--- config.mk ---
export PLATFORM = sky130hd
export DESIGN_NAME = fpsub_seq
export DESIGN_NICKNAME = d
export VERILOG_FILES = /design/src/rtl/fpsub_seq.sv
export SDC_FILE = /design/constraint.sdc
export NUM_CORES = 1
export LEC_CHECK = 0
export CORE_MARGIN = 1.5
export CORE_UTILIZATION = 45
export CTS_CLUSTER_DIAMETER = 40
export DETAILED_ROUTE_END_ITERATION = 6
export GPL_ROUTABILITY_DRIVEN = 0
export SYNTH_ARGS = -nofsm -noshare
export SYNTH_HDL_FRONTEND = slang
export SYNTH_SLANG_ARGS = --single-unit
--- constraint.sdc ---
create_clock -name clk -period 10.8 [get_ports clk]
set_input_delay 2.16 -clock clk [delete_from_list [all_inputs] [get_ports clk]]
set_output_delay 2.16 -clock clk [all_outputs]
set_load 0.1 [all_outputs]
--- src/rtl/fpsub_seq.sv ---
// Multi-cycle IEEE-754 single-precision subtractor, S = A - B.
// No denormals (exp=0 reads as zero), truncating alignment, and one-bit-per-cycle
// alignment and normalisation. Operands enter on a start/ready handshake, and the
// result is held after a one-cycle done pulse.
module fpsub_seq #(
    parameter int SHIFT_CAP = 26
) (
    input  logic        clk,
    input  logic        reset,
    input  logic        start,
    input  logic [31:0] A,
    input  logic [31:0] B,
    output logic        ready,
    output logic        done,
    output logic [31:0] S
);

    localparam logic [31:0] QNAN = 32'hFFC00000;

    typedef enum logic [2:0] {
        ST_IDLE, ST_UNPACK, ST_ALIGN, ST_ADD, ST_NORM, ST_DONE
    } state_t;

    state_t      r_state, w_state_next;
    logic [31:0] r_a, r_b;            // r_b already carries the inverted sign
    logic        r_big_s, r_sml_s, r_sign;
    logic [23:0] r_big_m, r_sml_m, r_mag;
    logic [7:0]  r_exp, r_cnt;
    logic [31:0] r_s;

    // Operand classification during UNPACK
    logic       w_sa, w_sb, w_a_nan, w_b_nan, w_a_inf, w_b_inf, w_a_zero, w_b_zero;
    logic [7:0] w_ea, w_eb, w_d, w_cnt_init;
    logic       w_a_big;
    assign w_sa       = r_a[31];
    assign w_sb       = r_b[31];
    assign w_ea       = r_a[30:23];
    assign w_eb       = r_b[30:23];
    assign w_a_nan    = (w_ea == 8'hFF) && (r_a[22:0] != 23'd0);
    assign w_b_nan    = (w_eb == 8'hFF) && (r_b[22:0] != 23'd0);
    assign w_a_inf    = (w_ea == 8'hFF) && (r_a[22:0] == 23'd0);
    assign w_b_inf    = (w_eb == 8'hFF) && (r_b[22:0] == 23'd0);
    assign w_a_zero   = (w_ea == 8'd0);
    assign w_b_zero   = (w_eb == 8'd0);
    assign w_a_big    = (w_ea >= w_eb);
    assign w_d        = w_a_big ? (w_ea - w_eb) : (w_eb - w_ea);
    assign w_cnt_init = (w_d > 8'(SHIFT_CAP)) ? 8'(SHIFT_CAP) : w_d;

    logic        w_spec_hit;
    logic [31:0] w_spec_res;

    // Special-operand resolution, in priority order: NaN, infinities, zeros
    always_comb begin
        w_spec_hit = 1'b1;
        w_spec_res = 32'd0;
        if (w_a_nan || w_b_nan)
            w_spec_res = QNAN;
        else if (w_a_inf && w_b_inf)
            w_spec_res = (w_sa != w_sb) ? QNAN : {w_sa, 8'hFF, 23'd0};
        else if (w_a_inf)
            w_spec_res = {w_sa, 8'hFF, 23'd0};
        else if (w_b_inf)
            w_spec_res = {w_sb, 8'hFF, 23'd0};
        else if (w_a_zero && w_b_zero)
            w_spec_res = {w_sa & w_sb, 31'd0};
        else if (w_a_zero)
            w_spec_res = r_b;
        else if (w_b_zero)
            w_spec_res = r_a;
        else
            w_spec_hit = 1'b0;
    end

    // Signed-magnitude add in a 26-bit two's-complement datapath
    logic [25:0] w_big_v, w_sml_v, w_sum, w_abs;
    logic        w_sum_zero, w_carry, w_add_ovf, w_add_norm;
    logic [23:0] w_add_mag;
    logic [8:0]  w_add_exp;
    assign w_big_v    = r_big_s ? (26'd0 - {2'b00, r_big_m}) : {2'b00, r_big_m};
    assign w_sml_v    = r_sml_s ? (26'd0 - {2'b00, r_sml_m}) : {2'b00, r_sml_m};
    assign w_sum      = w_big_v + w_sml_v;
    assign w_abs      = w_sum[25] ? (26'd0 - w_sum) : w_sum;
    assign w_sum_zero = (w_abs == 26'd0);
    assign w_carry    = w_abs[24];
    assign w_add_mag  = w_carry ? w_abs[24:1] : w_abs[23:0];
    assign w_add_exp  = {1'b0, r_exp} + {8'd0, w_carry};
    assign w_add_ovf  = (w_add_exp == 9'd255);
    assign w_add_norm = w_add_mag[23];

    // One normalisation step per NORM cycle
    logic [23:0] w_norm_mag;
    logic [7:0]  w_norm_exp;
    logic        w_norm_flush, w_norm_ok;
    assign w_norm_mag   = r_mag << 1;
    assign w_norm_exp   = r_exp - 8'd1;
    assign w_norm_flush = (w_norm_exp == 8'd0);
    assign w_norm_ok    = w_norm_mag[23];

    // State register
    always_ff @(posedge clk) begin
        if (reset) r_state <= ST_IDLE;
        else       r_state <= w_state_next;
    end

    // Next-state logic
    always_comb begin
        w_state_next = r_state;
        case (r_state)
            ST_IDLE:   if (start) w_state_next = ST_UNPACK;
            ST_UNPACK: begin
                if (w_spec_hit)        w_state_next = ST_DONE;
                else if (w_d != 8'd0)  w_state_next = ST_ALIGN;
                else                   w_state_next = ST_ADD;
            end
            ST_ALIGN:  if (r_cnt == 8'd1) w_state_next = ST_ADD;
            ST_ADD: begin
                if (w_sum_zero || w_add_ovf || w_add_norm) w_state_next = ST_DONE;
                else                                       w_state_next = ST_NORM;
            end
            ST_NORM:   if (w_norm_flush || w_norm_ok) w_state_next = ST_DONE;
            ST_DONE:   w_state_next = ST_IDLE;
            default:   w_state_next = ST_IDLE;
        endcase
    end

    // Handshake outputs decoded from state
    always_comb begin
        ready = (r_state == ST_IDLE);
        done  = (r_state == ST_DONE);
    end

    assign S = r_s;

    // Datapath registers: capture, unpack, align, add, normalise
    always_ff @(posedge clk) begin
        if (reset) begin
            r_a     <= 32'd0;
            r_b     <= 32'd0;
            r_big_s <= 1'b0;
            r_sml_s <= 1'b0;
            r_big_m <= 24'd0;
            r_sml_m <= 24'd0;
            r_sign  <= 1'b0;
            r_mag   <= 24'd0;
            r_exp   <= 8'd0;
            r_cnt   <= 8'd0;
            r_s     <= 32'd0;
        end else begin
            case (r_state)
                ST_IDLE: begin
                    if (start) begin
                        r_a <= A;
                        r_b <= {~B[31], B[30:0]};
                    end
                end
                ST_UNPACK: begin
                    if (w_spec_hit) begin
                        r_s <= w_spec_res;
                    end else begin
                        r_big_s <= w_a_big ? w_sa : w_sb;
                        r_sml_s <= w_a_big ? w_sb : w_sa;
                        r_big_m <= w_a_big ? {1'b1, r_a[22:0]} : {1'b1, r_b[22:0]};
                        r_sml_m <= w_a_big ? {1'b1, r_b[22:0]} : {1'b1, r_a[22:0]};
                        r_exp   <= w_a_big ? w_ea : w_eb;
                        r_cnt   <= w_cnt_init;
                    end
                end
                ST_ALIGN: begin
                    r_sml_m <= r_sml_m >> 1;
                    r_cnt   <= r_cnt - 8'd1;
                end
                ST_ADD: begin
                    r_sign <= w_sum[25];
                    r_mag  <= w_add_mag;
                    r_exp  <= w_add_exp[7:0];
                    if (w_sum_zero)      r_s <= 32'd0;
                    else if (w_add_ovf)  r_s <= {w_sum[25], 8'hFF, 23'd0};
                    else if (w_add_norm) r_s <= {w_sum[25], w_add_exp[7:0], w_add_mag[22:0]};
                end
                ST_NORM: begin
                    r_mag <= w_norm_mag;
                    r_exp <= w_norm_exp;
                    if (w_norm_flush)   r_s <= {r_sign, 31'd0};
                    else if (w_norm_ok) r_s <= {r_sign, w_norm_exp, w_norm_mag[22:0]};
                end
                default: ;
            endcase
        end
    end

endmodule

# Word-level counts from Yosys, hierarchy flattened
# Index checks and enable logic that the tools add are counted.
[word_totals] register_bits=189 out_inout_bits=34 word_cells=119
[op_classes] add_sub_neg=9 n_lt_le_gt_ge=2 eq_ne=17 mux=47 bitwise=3 reduce_logical=29
[ops] op="$mux W32" count=14
[ops] op="$pmux W32 S3" count=1
[ops] op="$mux W26" count=3
[ops] op="$sub A1 B24 Y25 const A" count=2
[ops] op="$mux W24" count=2
[ops] op="$pmux W24 S2" count=1
[ops] op="$logic_not A23 Y1" count=2
[ops] op="$mux W23" count=2
[ops] op="$pmux W23 S2" count=1
[ops] op="$reduce_bool A23 Y1" count=2
[ops] op="$mux W8" count=5
[ops] op="$add A26 B26 Y26" count=1
[ops] op="$logic_not A26 Y1" count=1
[ops] op="$sub A1 B26 Y26 const A" count=1
[ops] op="$logic_not A8 Y1" count=3
[ops] op="$pmux W8 S3" count=1
[ops] op="$eq A8 B8 Y1 const B" count=2
[ops] op="$pmux W8 S2" count=1
[ops] op="$sub A8 B1 Y8 const B" count=2
[ops] op="$sub A8 B8 Y8" count=2
[ops] op="$pmux W3 S5" count=1
[ops] op="$mux W3" count=4
[ops] op="$mux W1" count=11
[ops] op="$ne A2 B2 Y1 const B" count=5
[ops] op="22 further kinds" count=37

# Logic depth before layout (Yosys ltp)
# Gate-level depths: netlist of the first run.
[depth] word_depth=11 depth_mapped=31

# Least setup slack after synthesis of the first run
# Ideal clock, no wire load.
[synth_timing] path_kind="register -> register" startpoint="register r_big_m[2]" endpoint="register r_s[10], in the netlist S[10]" setup_time_ps=134 arrival_time_ps=6437 required_time_ps=10666 path_slack_ps=4229 path_stages_with_launch=29 period_less_slack_ps=6571 cell_sequence="dfxtp_1 or3_1 nor3_1 nand4_1 or3_1 o31ai_1 xnor2_1 ha_1 clkbuf_1 inv_1 nor3_1 nand3_1 o21ai_0 xor2_1 o21bai_1 or3_1 o31ai_1 xor2_1 inv_1 ha_1 ha_1 xor2_1 nand3_1 nor4_1 nand2b_1 o31a_1 buf_4 buf_2 a211oi_1"
[synth_via] elab_chain_len=10 elab_cells_between_ends=15 classes_between="4 x add/sub; 2 x eq/ne; 7 x mux; 2 x reduce/logical"
[synth_rtl] element="from (decl)" line_no="27" text="logic [23:0] r_big_m, r_sml_m, r_mag;"
[synth_rtl] element="from (signal assigned)" line_no="162" text="r_big_m <= w_a_big ? {1'b1, r_a[22:0]} : {1'b1, r_b[22:0]};"
[synth_rtl] element="$sub A1 B24 Y25" line_no="79" text="assign w_big_v = r_big_s ? (26'd0 - {2'b00, r_big_m}) : {2'b00, r_big_m};"
[synth_rtl] element="$mux W26 *" line_no="79"
[synth_rtl] element="$add A26 B26 Y26 *" line_no="81" text="assign w_sum = w_big_v + w_sml_v;"
[synth_rtl] element="$sub A1 B26 Y26" line_no="82" text="assign w_abs = w_sum[25] ? (26'd0 - w_sum) : w_sum;"
[synth_rtl] element="$mux W26 *" line_no="82"
[synth_rtl] element="$add A8 B1 Y9 or $mux W24 (tied branches)" line_no="86, 85"
[synth_rtl] element="$eq A9 B8 Y1 or $mux W32 (tied branches)" line_no="87, 178"
[synth_rtl] element="$mux W32" line_no="177" text="else if (w_add_ovf) r_s <= {w_sum[25], 8'hFF, 23'd0};"
[synth_rtl] element="$mux W32" line_no="176" text="if (w_sum_zero) r_s <= 32'd0;"
[synth_rtl] element="$pmux W32 S3" line_no="149" text="case (r_state)"
[synth_rtl] element="to (signal assigned)" line_no="177"
[synth_rtl] element="to (signal assigned)" line_no="178" text="else if (w_add_norm) r_s <= {w_sum[25], w_add_exp[7:0], w_add_mag[22:0]};"
[synth_rtl] element="to (signal assigned)" line_no="183" text="if (w_norm_flush) r_s <= {r_sign, 31'd0};"
[synth_rtl] element="to (decl)" line_no="29" text="logic [31:0] r_s;"
# Mark *: on every way between the ends. The rest lies on a longest branch, timed or not. The select of a mux whose other input is x is not followed.
# A chain may end at the register's enable or synchronous reset.

# Worst setup path in the final report of the first run
[layout_timing] startpoint="register r_big_m[2]" endpoint="register r_s[21], in the netlist S[21]"
# Same word-level chain as after synthesis.

==> load_flow_metrics.sql, run 1 <==
INSERT INTO impl_metrics (metric_group, metric, value, unit) VALUES
('die', 'io_pins', '101', ''),
('die', 'core_region_area', '29600', 'um^2'),
('routing', 'drt-wirelength-per-cell', '18.6', 'um'),
('routing', 'drt_iter0_markers', '1639', ''),
('logic_synthesis', 'largest_family_of_logic_cells_by_synthesized_area', 'compound AO/OA/AOI/OAI gates', ''),
('global_routing', 'grt_pass1_wl', '66600', 'um'),
('routing', 'vias', '13690', ''),
('worst_setup_path', 'worstSetupStartpointType', 'flip-flop', ''),
('worst_setup_path', 'critical-path-max-stage-delay', '0.85', 'ns'),
('logic_synthesis', 'syn-num-nets', '1967', ''),
('global_routing', 'first_global_vias', '12152', ''),
('timing', 'setup_tns', '0', 'ns'),
('timing', 'final_min_period_over_clock_period', '76.0', '%'),
('global_routing', 'globalRouteOverflowTotal', '0', ''),
('power_and_ir_drop', 'peakVddDrop', '0.181', 'mV'),
('finish', 'num-nets-final', '1963', ''),
('power_and_ir_drop', 'powerDensity', '359', 'nW/um^2'),
('routing', 'drt_wl_total', '41800', 'um'),
('global_routing', 'antenna_found_initial', '0', ''),
('logic_synthesis', 'postSynth.asyncResetShare', '0', '%'),
('logic_synthesis', 'number_of_synthesized_flops_with_an_enable_pin', '0', ''),
('worst_setup_path', 'crit_required', '11.17', 'ns'),
('logic_synthesis', 'synth_sequential_area_ratio', '27.9', '%'),
('cts', 'buffer_levels_on_the_longest_clock_path', '2', ''),
('timing', 'holdWs', '0.468', 'ns'),
('logic_synthesis', 'syn_inst', '1846', ''),
('placed_design', 'detailed_place_hpwl', '31200', 'um'),
('die', 'die_area', '31100', 'um^2'),
('outcome', 'run_status', 'complete, no violations', ''),
('worst_setup_path', 'timing.critical_path.slowest_stage_cell', 'sky130_fd_sc_hd__a2111oi_1', ''),
('logic_synthesis', 'synth_compound_gate_area_share', '28.6', '%'),
('timing', 'final_critical_delay_including_setup_and_external_delays', '8.21', 'ns'),
('timing', 'clock.fmax', '122', 'MHz'),
('placed_design', 'io_buffers', '100', ''),
('timing', 'skew', '0.0129', 'ns'),
('timing', 'finalMaxSlewViolations', '0', ''),
('logic_synthesis', 'yosys.area_share.xor_xnor', '6.47', '%'),
('cts', 'h-tree-depth', '4', ''),
('flow_run', 'cap_violations', '0', ''),
('cts', 'cts_hold_buffers', '0', ''),
('finish', 'area_growth_syn_to_layout', '12.2', '%'),
('die', 'die_ht', '176', 'um'),
('cts', 'cts_inserted_buffers', '17', ''),
('logic_synthesis', 'synth_area', '13500', 'um^2'),
('cts', 'tritoncts_num_sinks', '189', ''),
('power_and_ir_drop', 'cellLeakagePower', '5.37', 'nW'),
('cts', 'cts.repair_timing.setup_buffer_count', '0', ''),
('worst_hold_path', 'min_path_type', 'reg2reg', ''),
('cts', 'worst_skew_pair_latency', '0.46', 'ns'),
('logic_synthesis', 'yosys_warnings', '0', ''),
('cts', 'cts.repair.resized', '0', ''),
('cts', 'cts_tree', 'built', ''),
('die', 'die_width', '176', 'um'),
('timing', 'grt_setup_unrepaired', 'false', ''),
('logic_synthesis', 'ys.flop_type', 'sky130_fd_sc_hd__dfxtp_1', ''),
('logic_synthesis', 'syn-mean-instance-area', '7.33', 'um^2'),
('logic_synthesis', 'post_synth_num_cell_types', '85', ''),
('logic_synthesis', 'yosys.area_share.adder', '5.16', '%'),
('logic_synthesis', 'synth_simple_gate_area_share', '24.5', '%'),
('timing', 'hold_viol_final', '0', ''),
('global_routing', 'gr-usage-all-layers', '26.7', '%'),
('cts', 'clk_root_buffer_cell', 'sky130_fd_sc_hd__clkbuf_16', ''),
('global_routing', 'grt_max_degree', '101', ''),
('timing', 'tightestPinTransition', '1.26', 'ns'),
('finish', 'drive_above_1_share', '4.42', '%'),
('die', 'start_util', '45.7', '%'),
('routing', 'via_density_per_instance', '6.10', ''),
('timing', 'finish_stage_setup_viols', '0', ''),
('routing', 'ant_nets', '0', ''),
('finish', 'n_antenna_cell', '0', ''),
('timing', 'slew_headroom', '15.9', '%'),
('worst_setup_path', 'critical_path_type', 'reg2reg', ''),
('logic_synthesis', 'post_synth_mux_area_share', '1.71', '%'),
('logic_synthesis', 'synth_seq_cells', '189', ''),
('routing', 'drt_pre_antenna_iters', '6', ''),
('cts', 'clk_transition_reported_paths', '0.08', 'ns'),
('routing', 'post-route-drc-count', '0', ''),
('worst_setup_path', 'worst_ep_arrival_time', '8.58', 'ns'),
('worst_setup_path', 'endpoint_type_of_the_worst_setup_path', 'flip-flop', ''),
('worst_setup_path', 'crit_path_max_fanout', '57', ''),
('die', 'placementRows', '63', '');
-- report_power, final --
group | internal, W | switching [W] | total (W)
combinational | 0.00121 | 0.00249 | 0.00370
clock | 0.000308 | 0.000331 | 0.000639
sequential | 0.000870 | 0.000244 | 0.00111
-- worst max-delay path: cells and delay by family (launching register included) --
kind	cells	cell delay, ns
xor+xnor	3	0.44
buf+inv	2	0.52
fa+ha+maj	3	0.91
flops	1	0.35
mux	1	0.20
compound gates	7	2.77
simple gates	11	2.90
-- metrics by stage --
step / cell area [um^2] / setup slack, ns / utilization (%) / power (W) / cells
6_report: 15200 / 2.59 / 51.3 / 0.00546 / 2244
5_1_grt: 15200 / 1.78 / 51.3 / 0.00585 / 2244
4_1_cts: 15200 / 2.59 / 51.3 / 0.00543 / 2244
3_5_place_dp: 14600 / 2.61 / 49.3 / 0.00478 / 2213
3_3_place_gp: 14600 / 2.86 / 49.3 / 0.00474 / 2213
2_1_floorplan: 13500 / 4.23 / - / 0.00395 / 1846
-- sequential cells by signal, summed over array words and instances (netlist names) --
name	count
r_state	3
r_cnt	8
r_sml_m	24
r_exp	8
r_b	32
r_big_m	24
r_big_s	1
r_sign	1
r_mag	23
r_a	32
r_sml_s	1
S	32
-- worst paths after layout --
kind,end,startpoint,slack (ns),cells after the start
worst max register to register,S[21],r_big_m[2],2.59,27
worst min register to register,r_sign,r_sign,0.47,2
worst min-delay path,r_sign,r_sign,0.47,2
worst max-delay path,S[21],r_big_m[2],2.59,27
-- layer usage --
layer  vias to the layer above  GRT usage, %  wire length, um
met1                      6405          40.0            20400
met5                         -             0                0
li1                       6736             -                -
met2                       504          38.9            17400
met3                        45          5.08             3280
met4                         0          6.57              674
-- Yosys cell counts, drive strengths merged (5+ instances only) --
library cell	instances	area [um^2]
a211oi	37	283
a22oi	18	135
clkbuf	106	398
or4	11	86.3
and2	10	62.6
nand3b	5	37.5
o211ai	12	95.1
nor2b	8	50.1
a21oi	166	842
nor3	46	230
ha	51	638
xnor2	79	692
nor4	25	186
o21a	5	37.5
o31ai	22	165
nand2b	8	50.1
and4	10	87.6
and3	10	62.6
nand3	33	165
o21ai	84	424
o41ai	10	87.6
xor2	21	184
nor2	191	719
mux2i	22	220
o221ai	6	52.6
buf	32	173
nand4	23	159
a222oi	15	150
nand2	334	1250
inv	51	191
a22o	25	219
a221oi	54	479
dfxtp	189	3780
or3	9	56.3
a311oi	30	263
a21o	14	105
a31oi	8	56.3
-- final cells by class --
class                   count  area [um^2]
clock buffers              17          425
clock inverters            14          148
fillers                  3024        14400
inverters                  51          191
multi-input cells        1468         9040
flip-flops and latches    189         3780
well taps                 390          488
repair buffers            115         1110
-- placed cells by master (no fill, tap or decap), drive strengths merged, types with 9 or more instances in the layout --
master,n
o211ai,12
mux2i,22
and2,10
nand3,33
a222oi,15
clkdlybuf4s50,99
xor2,21
buf,16
inv,59
ha,51
or3,9
o31ai,22
a311oi,30
a221oi,54
a21o,14
o21ai,84
o41ai,10
nor2,191
a211oi,37
nor4,25
and3,10
a22oi,18
a21oi,166
clkbuf,17
nor3,46
nand4,23
dfxtp,189
xnor2,79
a22o,25
nand2,334
and4,10
or4,11
-- kinds of logic after synthesis --
group                      count (synthesis)
AOI/OAI and AO/OA                        555
xor gates and xnor gates                 100
adders and majority gates                 54
buffers and inverters                    189
DFF                                      189
muxes                                     23
and+or+nand+nor                          736
Power figures use the tool's default switching activity.
==> inputs of run 2 (changes only) <==
==> constraint.sdc (replaced) <==
create_clock -name clk -period 7.6 [get_ports clk]
set_input_delay 1.52 -clock clk [delete_from_list [all_inputs] [get_ports clk]]
set_output_delay 1.52 -clock clk [all_outputs]
set_load 0.1 [all_outputs]
==> run 2 against run 1 <==
Net effect: the run now ends with DRC left; clock skew grew 0.0055 ns; global-route usage grew 0.54 points; critical path depth grew 1; non-clock buffer count grew 14; register-to-register slack lost 2.0 ns; combinational power grew 46%; clock power grew 46%; cell count grew 0.67%; critical path type unchanged; largest power group unchanged.
==> load_flow_metrics.sql, run 2 (synthesis results as in run 1) <==
INSERT INTO impl_metrics (metric_group, metric, value, unit) VALUES
('finish', 'mostFrequentLayoutCells', 'sky130_fd_sc_hd__nand2_1 (333), sky130_fd_sc_hd__dfxtp_1 (189), sky130_fd_sc_hd__nor2_1 (188)', ''),
('routing', 'ant_nets', '0', ''),
('die', 'start_util', '45.7', '%'),
('worst_setup_path', 'crit_path_max_fanout', '57', ''),
('timing', 'skew', '0.0184', 'ns'),
('worst_hold_path', 'min_path_type', 'reg2reg', ''),
('timing', 'final_critical_delay_including_setup_and_external_delays', '7.02', 'ns'),
('die', 'placementRows', '63', ''),
('worst_setup_path', 'reg2reg_to', 'S[21]', ''),
('timing', 'clock.fmax', '142', 'MHz'),
('routing', 'drt_iter0_markers', '1534', ''),
('worst_hold_path', 'timing.hold.worst_endpoint', 'r_sign', ''),
('power_and_ir_drop', 'cellLeakagePower', '5.47', 'nW'),
('die', 'die_width', '176', 'um'),
('cts', 'cts_tree', 'built', ''),
('cts', 'cts.repair_timing.setup_buffer_count', '0', ''),
('routing', 'drt_pre_antenna_iters', '7', ''),
('routing', 'via_density_per_instance', '6.13', ''),
('flow_run', 'cap_violations', '0', ''),
('die', 'die_ht', '176', 'um'),
('global_routing', 'antenna_found_initial', '0', ''),
('worst_setup_path', 'worstPathBufferInverterCount', '3', ''),
('routing', 'drt_wl_total', '42600', 'um'),
('global_routing', 'use_met1', '40.7', '%'),
('global_routing', 'globalRouteOverflowTotal', '0', ''),
('worst_setup_path', 'endpoint_type_of_the_worst_setup_path', 'flip-flop', ''),
('timing', 'grt_setup_unrepaired', 'false', ''),
('finish', 'filler_cell_count', '2998', ''),
('worst_setup_path', 'timing.reg2reg.worst_path_depth', '28', ''),
('finish', 'num-nets-final', '1977', ''),
('outcome', 'run_status', 'complete, but fails checks', ''),
('timing', 'hold_viol_final', '0', ''),
('outcome', 'violations', 'DRC', ''),
('timing', 'finalMaxSlewViolations', '0', ''),
('worst_setup_path', 'worstSetupStartpointType', 'flip-flop', ''),
('cts', 'clk_root_buffer_cell', 'sky130_fd_sc_hd__clkbuf_16', ''),
('global_routing', 'grt_pass1_wl', '68000', 'um'),
('cts', 'worst_skew_pair_latency', '0.46', 'ns'),
('worst_setup_path', 'critical_path_type', 'reg2reg', ''),
('timing', 'slew_headroom', '12.8', '%'),
('timing', 'tightestPinTransition', '1.31', 'ns'),
('worst_hold_path', 'timing.hold.worst.start', 'r_sign', ''),
('worst_setup_path', 'worst-r2r-setup-slack', '0.58', 'ns'),
('worst_setup_path', 'crit_family', 'compound AO/OA/AOI/OAI gates', ''),
('placed_design', 'io_buffers', '100', ''),
('routing', 'post-route-drc-count', '1', ''),
('timing', 'finish_stage_setup_viols', '0', ''),
('global_routing', 'gr-usage-all-layers', '27.2', '%'),
('global_routing', 'grt_max_degree', '99', ''),
('worst_setup_path', 'critical-path-max-stage-delay', '0.41', 'ns'),
('global_routing', 'use_met2', '40.8', '%'),
('timing', 'setup_tns', '0', 'ns'),
('worst_setup_path', 'crit_path_frequent_cell', 'sky130_fd_sc_hd__ha_1', ''),
('finish', 'layout_commonest_cell', 'sky130_fd_sc_hd__nand2_1', ''),
('cts', 'tritoncts_num_sinks', '189', ''),
('global_routing', 'grt_busiest_layer', 'met2', ''),
('routing', 'vias', '13839', ''),
('finish', 'drive_above_1_share', '5.40', '%'),
('worst_setup_path', 'crit_required', '7.96', 'ns'),
('cts', 'buffer_levels_on_the_longest_clock_path', '2', ''),
('worst_setup_path', 'worst_ep_arrival_time', '7.39', 'ns'),
('global_routing', 'first_global_vias', '12597', ''),
('worst_setup_path', 'critical_path.reg2reg.startpoint', 'r_sml_m[2]', ''),
('worst_hold_path', 'worstHoldPathCells', '2', ''),
('finish', 'n_antenna_cell', '0', ''),
('placed_design', 'detailed_place_hpwl', '31500', 'um'),
('timing', 'final_min_period_over_clock_period', '92.4', '%'),
('power_and_ir_drop', 'peakVddDrop', '0.275', 'mV'),
('die', 'die_area', '31100', 'um^2'),
('worst_setup_path', 'timing.critical_path.slowest_stage_cell', 'sky130_fd_sc_hd__ha_1', ''),
('die', 'core_region_area', '29600', 'um^2'),
('cts', 'clk_transition_reported_paths', '0.08', 'ns'),
('finish', 'final_non_filler_cells', '2259', ''),
('die', 'io_pins', '101', ''),
('placed_design', 'numPlacedInstances', '2227', ''),
('cts', 'cts_hold_buffers', '0', ''),
('cts', 'cts.repair.resized', '0', ''),
('cts', 'h-tree-depth', '4', ''),
('cts', 'cts_inserted_buffers', '17', ''),
('global_routing', 'grt_util_met3', '3.45', '%'),
('routing', 'drt-wirelength-per-cell', '18.8', 'um'),
('finish', 'area_growth_syn_to_layout', '13.6', '%'),
('power_and_ir_drop', 'powerDensity', '516', 'nW/um^2');
-- run 2: stage by stage --
stage                     setup WS [ns]  hold slack, ns  util, %  area, um^2  total power (W)
after floorplan                    1.03           0.437        -       13500          0.00561
after global placement            0.579           0.446     49.7       14700          0.00688
after detailed placement          0.363           0.451     49.7       14700          0.00693
after CTS                         0.354           0.462     51.8       15400          0.00788
after global routing             0.0135           0.486     51.9       15400          0.00851
final                             0.575           0.460     51.9       15400          0.00794
-- run 2: area by class of cell --
type / instances / area (um^2) / share of cell area [%]
timing repair buffer: 129 / 1230 / 8.01
clock buffer: 17 / 425 / 2.77
sequential: 189 / 3780 / 24.6
multi-input combinational: 1468 / 9070 / 59.0
clock inverter: 15 / 194 / 1.26
inverter: 51 / 191 / 1.24
tap: 390 / 488 / 3.17
-- run 2: worst max-delay path by stage --
stage               start    end  depth (start not counted)
3_3_place_gp   r_big_m[2]  S[28]                         27
5_1_grt        r_sml_m[2]  S[16]                         28
6_report       r_sml_m[2]  S[21]                         28
3_5_place_dp   r_big_m[2]  S[21]                         27
2_1_floorplan  r_big_m[2]  S[10]                         28
4_1_cts        r_big_m[2]  S[30]                         26
-- run 2: worst reg2reg max path, delay by kind of cell (launching register included) --
kind,cells,cell delay [ns]
fa+ha+maj,3,0.90
xor+xnor,3,0.49
simple gates,10,2.14
buf+inv,3,0.61
flops,1,0.38
compound gates,9,2.41
-- run 2: per-layer routing --
| metal | part of all wire (%) | vias up |
|---|---|---|
| met5 | 0 | - |
| met4 | 2.0 | 0 |
| met3 | 7.2 | 54 |
| met2 | 42 | 503 |
| met1 | 49 | 6512 |
| li1 | - | 6770 |
-- run 2: power breakdown --
part,switching (W),total (W),internal [W]
logic,0.00360,0.00542,0.00182
registers,0.000343,0.00158,0.00124
clock network,0.000486,0.000936,0.000450
==> inputs of run 3 (changes only) <==
--- a/config.mk
+++ b/config.mk
@@ -10,6 +10,7 @@
 export CTS_CLUSTER_DIAMETER = 40
 export DETAILED_ROUTE_END_ITERATION = 6
 export GPL_ROUTABILITY_DRIVEN = 0
+export PLACE_DENSITY = 0.68
 export SYNTH_ARGS = -nofsm -noshare
 export SYNTH_HDL_FRONTEND = slang
 export SYNTH_SLANG_ARGS = --single-unit
==> run 3 against run 2 <==
Net effect: count of clock-buffer cells in the layout increased by 1; fmax grew 0.21%; the flow still finishes with violations (DRC); routed wire length fell by 2.9%; largest cell class unchanged.
==> load_flow_metrics.sql, run 3 (synthesis results as in run 1) <==
INSERT INTO impl_metrics (metric_group, metric, value, unit) VALUES
('global_routing', 'antenna_found_initial', '2', ''),
('power_and_ir_drop', 'power_report.internal_total', '0.00348', 'W'),
('routing', 'ant_nets', '0', ''),
('finish', 'drive_above_1_share', '5.04', '%'),
('global_routing', 'grt_pass1_wl', '66500', 'um'),
('worst_setup_path', 'critical-path-max-stage-delay', '0.43', 'ns'),
('global_routing', 'gr-usage-all-layers', '26.6', '%'),
('cts', 'h-tree-depth', '4', ''),
('cts', 'worst_skew_pair_latency', '0.45', 'ns'),
('global_routing', 'use_met2', '39.0', '%'),
('worst_setup_path', 'worstSetupStartpointType', 'flip-flop', ''),
('cts', 'tritoncts_num_sinks', '189', ''),
('timing', 'hold_viol_final', '0', ''),
('power_and_ir_drop', 'peakVddDrop', '0.343', 'mV'),
('timing', 'final_critical_delay_including_setup_and_external_delays', '7.01', 'ns'),
('die', 'placementRows', '63', ''),
('timing', 'finish_stage_setup_viols', '0', ''),
('global_routing', 'grt_util_met3', '5.58', '%'),
('global_routing', 'use_met1', '38.4', '%'),
('worst_setup_path', 'worst-r2r-setup-slack', '0.59', 'ns'),
('outcome', 'violations', 'DRC', ''),
('finish', 'area_growth_syn_to_layout', '13.2', '%'),
('worst_hold_path', 'worstHoldPathCells', '2', ''),
('die', 'core_region_area', '29600', 'um^2'),
('worst_setup_path', 'endpoint_type_of_the_worst_setup_path', 'flip-flop', ''),
('power_and_ir_drop', 'share_clk_of_total_power', '11.5', '%'),
('power_and_ir_drop', 'powerDensity', '515', 'nW/um^2'),
('placed_design', 'io_buffers', '100', ''),
('cts', 'cts_inserted_buffers', '17', ''),
('global_routing', 'grt_max_degree', '99', ''),
('worst_setup_path', 'crit_required', '7.95', 'ns'),
('cts', 'cts_hold_buffers', '0', ''),
('worst_setup_path', 'worst_ep_arrival_time', '7.36', 'ns'),
('worst_setup_path', 'critical_path.reg2reg.startpoint', 'r_big_m[2]', ''),
('global_routing', 'first_global_vias', '12546', ''),
('power_and_ir_drop', 'share_comb_of_total_power', '68.6', '%'),
('routing', 'via_density_per_instance', '6.15', ''),
('finish', 'num-nets-final', '1972', ''),
('finish', 'layout_commonest_cell', 'sky130_fd_sc_hd__nand2_1', ''),
('cts', 'buffer_levels_on_the_longest_clock_path', '2', ''),
('finish', 'filler_cell_count', '2972', ''),
('worst_setup_path', 'timing.reg2reg.worst_path_depth', '28', ''),
('timing', 'slew_headroom', '10.7', '%'),
('timing', 'setup_tns', '0', 'ns'),
('timing', 'final_min_period_over_clock_period', '92.2', '%'),
('worst_hold_path', 'min_path_type', 'reg2reg', ''),
('routing', 'drt_pre_antenna_iters', '7', ''),
('worst_setup_path', 'critPathLaunch', 'r_big_m[2]', ''),
('worst_hold_path', 'timing.hold.worst_endpoint', 'r_sign', ''),
('outcome', 'run_status', 'complete, but fails checks', ''),
('power_and_ir_drop', 'p_sw', '0.00441', 'W'),
('global_routing', 'grt_busiest_layer', 'met2', ''),
('worst_setup_path', 'crit_path_max_fanout', '57', ''),
('placed_design', 'detailed_place_hpwl', '30700', 'um'),
('routing', 'post-route-drc-count', '1', ''),
('routing', 'drt_iter0_markers', '1763', ''),
('die', 'die_width', '176', 'um'),
('cts', 'cts_tree', 'built', ''),
('die', 'io_pins', '101', ''),
('placed_design', 'numPlacedInstances', '2222', ''),
('routing', 'vias', '13867', ''),
('power_and_ir_drop', 'power_switching_share', '55.9', '%'),
('routing', 'drt_wl_total', '41300', 'um'),
('timing', 'clock.fmax', '143', 'MHz'),
('finish', 'sequential_cell_area', '3780', 'um^2'),
('flow_run', 'cap_violations', '0', ''),
('power_and_ir_drop', 'cellLeakagePower', '5.43', 'nW'),
('worst_setup_path', 'timing.critical_path.slowest_stage_cell', 'sky130_fd_sc_hd__ha_1', ''),
('power_and_ir_drop', 'power_frac_seq', '19.9', '%'),
('finish', 'mostFrequentLayoutCells', 'sky130_fd_sc_hd__nand2_1 (333), sky130_fd_sc_hd__dfxtp_1 (189), sky130_fd_sc_hd__nor2_1 (187)', ''),
('worst_setup_path', 'critical_path_type', 'reg2reg', ''),
('global_routing', 'globalRouteOverflowTotal', '0', ''),
('timing', 'holdWs', '0.463', 'ns'),
('worst_hold_path', 'timing.hold.worst.start', 'r_sign', ''),
('die', 'start_util', '45.7', '%'),
('cts', 'cts.repair_timing.setup_buffer_count', '0', ''),
('routing', 'drt-wirelength-per-cell', '18.3', 'um'),
('finish', 'final_non_filler_cells', '2255', ''),
('worst_setup_path', 'reg2reg_to', 'S[28]', ''),
('die', 'die_area', '31100', 'um^2'),
('timing', 'finalMaxSlewViolations', '0', ''),
('die', 'die_ht', '176', 'um'),
('timing', 'skew', '0.0179', 'ns'),
('finish', 'multi_input_area', '9060', 'um^2'),
('cts', 'clk_root_buffer_cell', 'sky130_fd_sc_hd__clkbuf_16', ''),
('cts', 'cts.repair.resized', '0', ''),
('timing', 'tightestPinTransition', '1.34', 'ns'),
('timing', 'grt_setup_unrepaired', 'false', ''),
('cts', 'clk_transition_reported_paths', '0.08', 'ns');
[run 3: worst max path at each step]
stage,endpoint,slack (ns),depth (start not counted)
5_1_grt,S[21],0.02,27
2_1_floorplan,S[10],1.03,28
4_1_cts,S[28],0.42,27
6_report,S[28],0.59,28
3_5_place_dp,S[28],0.47,27
3_3_place_gp,S[21],0.75,27
[run 3: layer usage]
metal  wire length, um  vias up
li1                  -     6763
met1             19300     6424
met2             17400      600
met3              3610       78
met4              1050        2
met5                 1        -
[run 3: area by class of cell]
class / instances / area share (%)
Antenna cell: 1 / 0.0163
Tap cell: 390 / 3.18
Clock inverter: 14 / 1.09
Multi-Input combinational cell: 1468 / 59.2
Clock buffer: 18 / 2.80
Timing Repair Buffer: 124 / 7.80
Sequential cell: 189 / 24.7
Inverter: 51 / 1.25
[run 3: power by group through the flow]
| stage | combinational (W) | sequential [W] | clock, W |
|---|---|---|---|
| after global routing | 0.00589 | 0.00161 | 0.000958 |
| after CTS | 0.00532 | 0.00156 | 0.000919 |
| after floorplan | 0.00367 | 0.00194 | 0 |
| final | 0.00541 | 0.00157 | 0.000907 |
| after detailed placement | 0.00530 | 0.00158 | 0 |
| after global placement | 0.00524 | 0.00158 | 0 |
[run 3: stage by stage]
stage	instance area (um^2)	setup slack [ns]	utilization, %	power, W
after floorplan	13500	1.03	-	0.00561
after global placement	14700	0.751	49.6	0.00681
after detailed placement	14700	0.471	49.6	0.00688
after CTS	15300	0.422	51.6	0.00780
after global routing	15300	0.0212	51.7	0.00845
final	15300	0.591	51.7	0.00789
[run 3: worst max-delay path: cells and delay by family, from the launching register on]
kind            cells  cell delay (ns)
compound gates      6             1.61
buf+inv             4             0.71
simple gates       11             2.66
flops               1             0.36
fa+ha+maj           3             0.91
xor+xnor            4             0.66
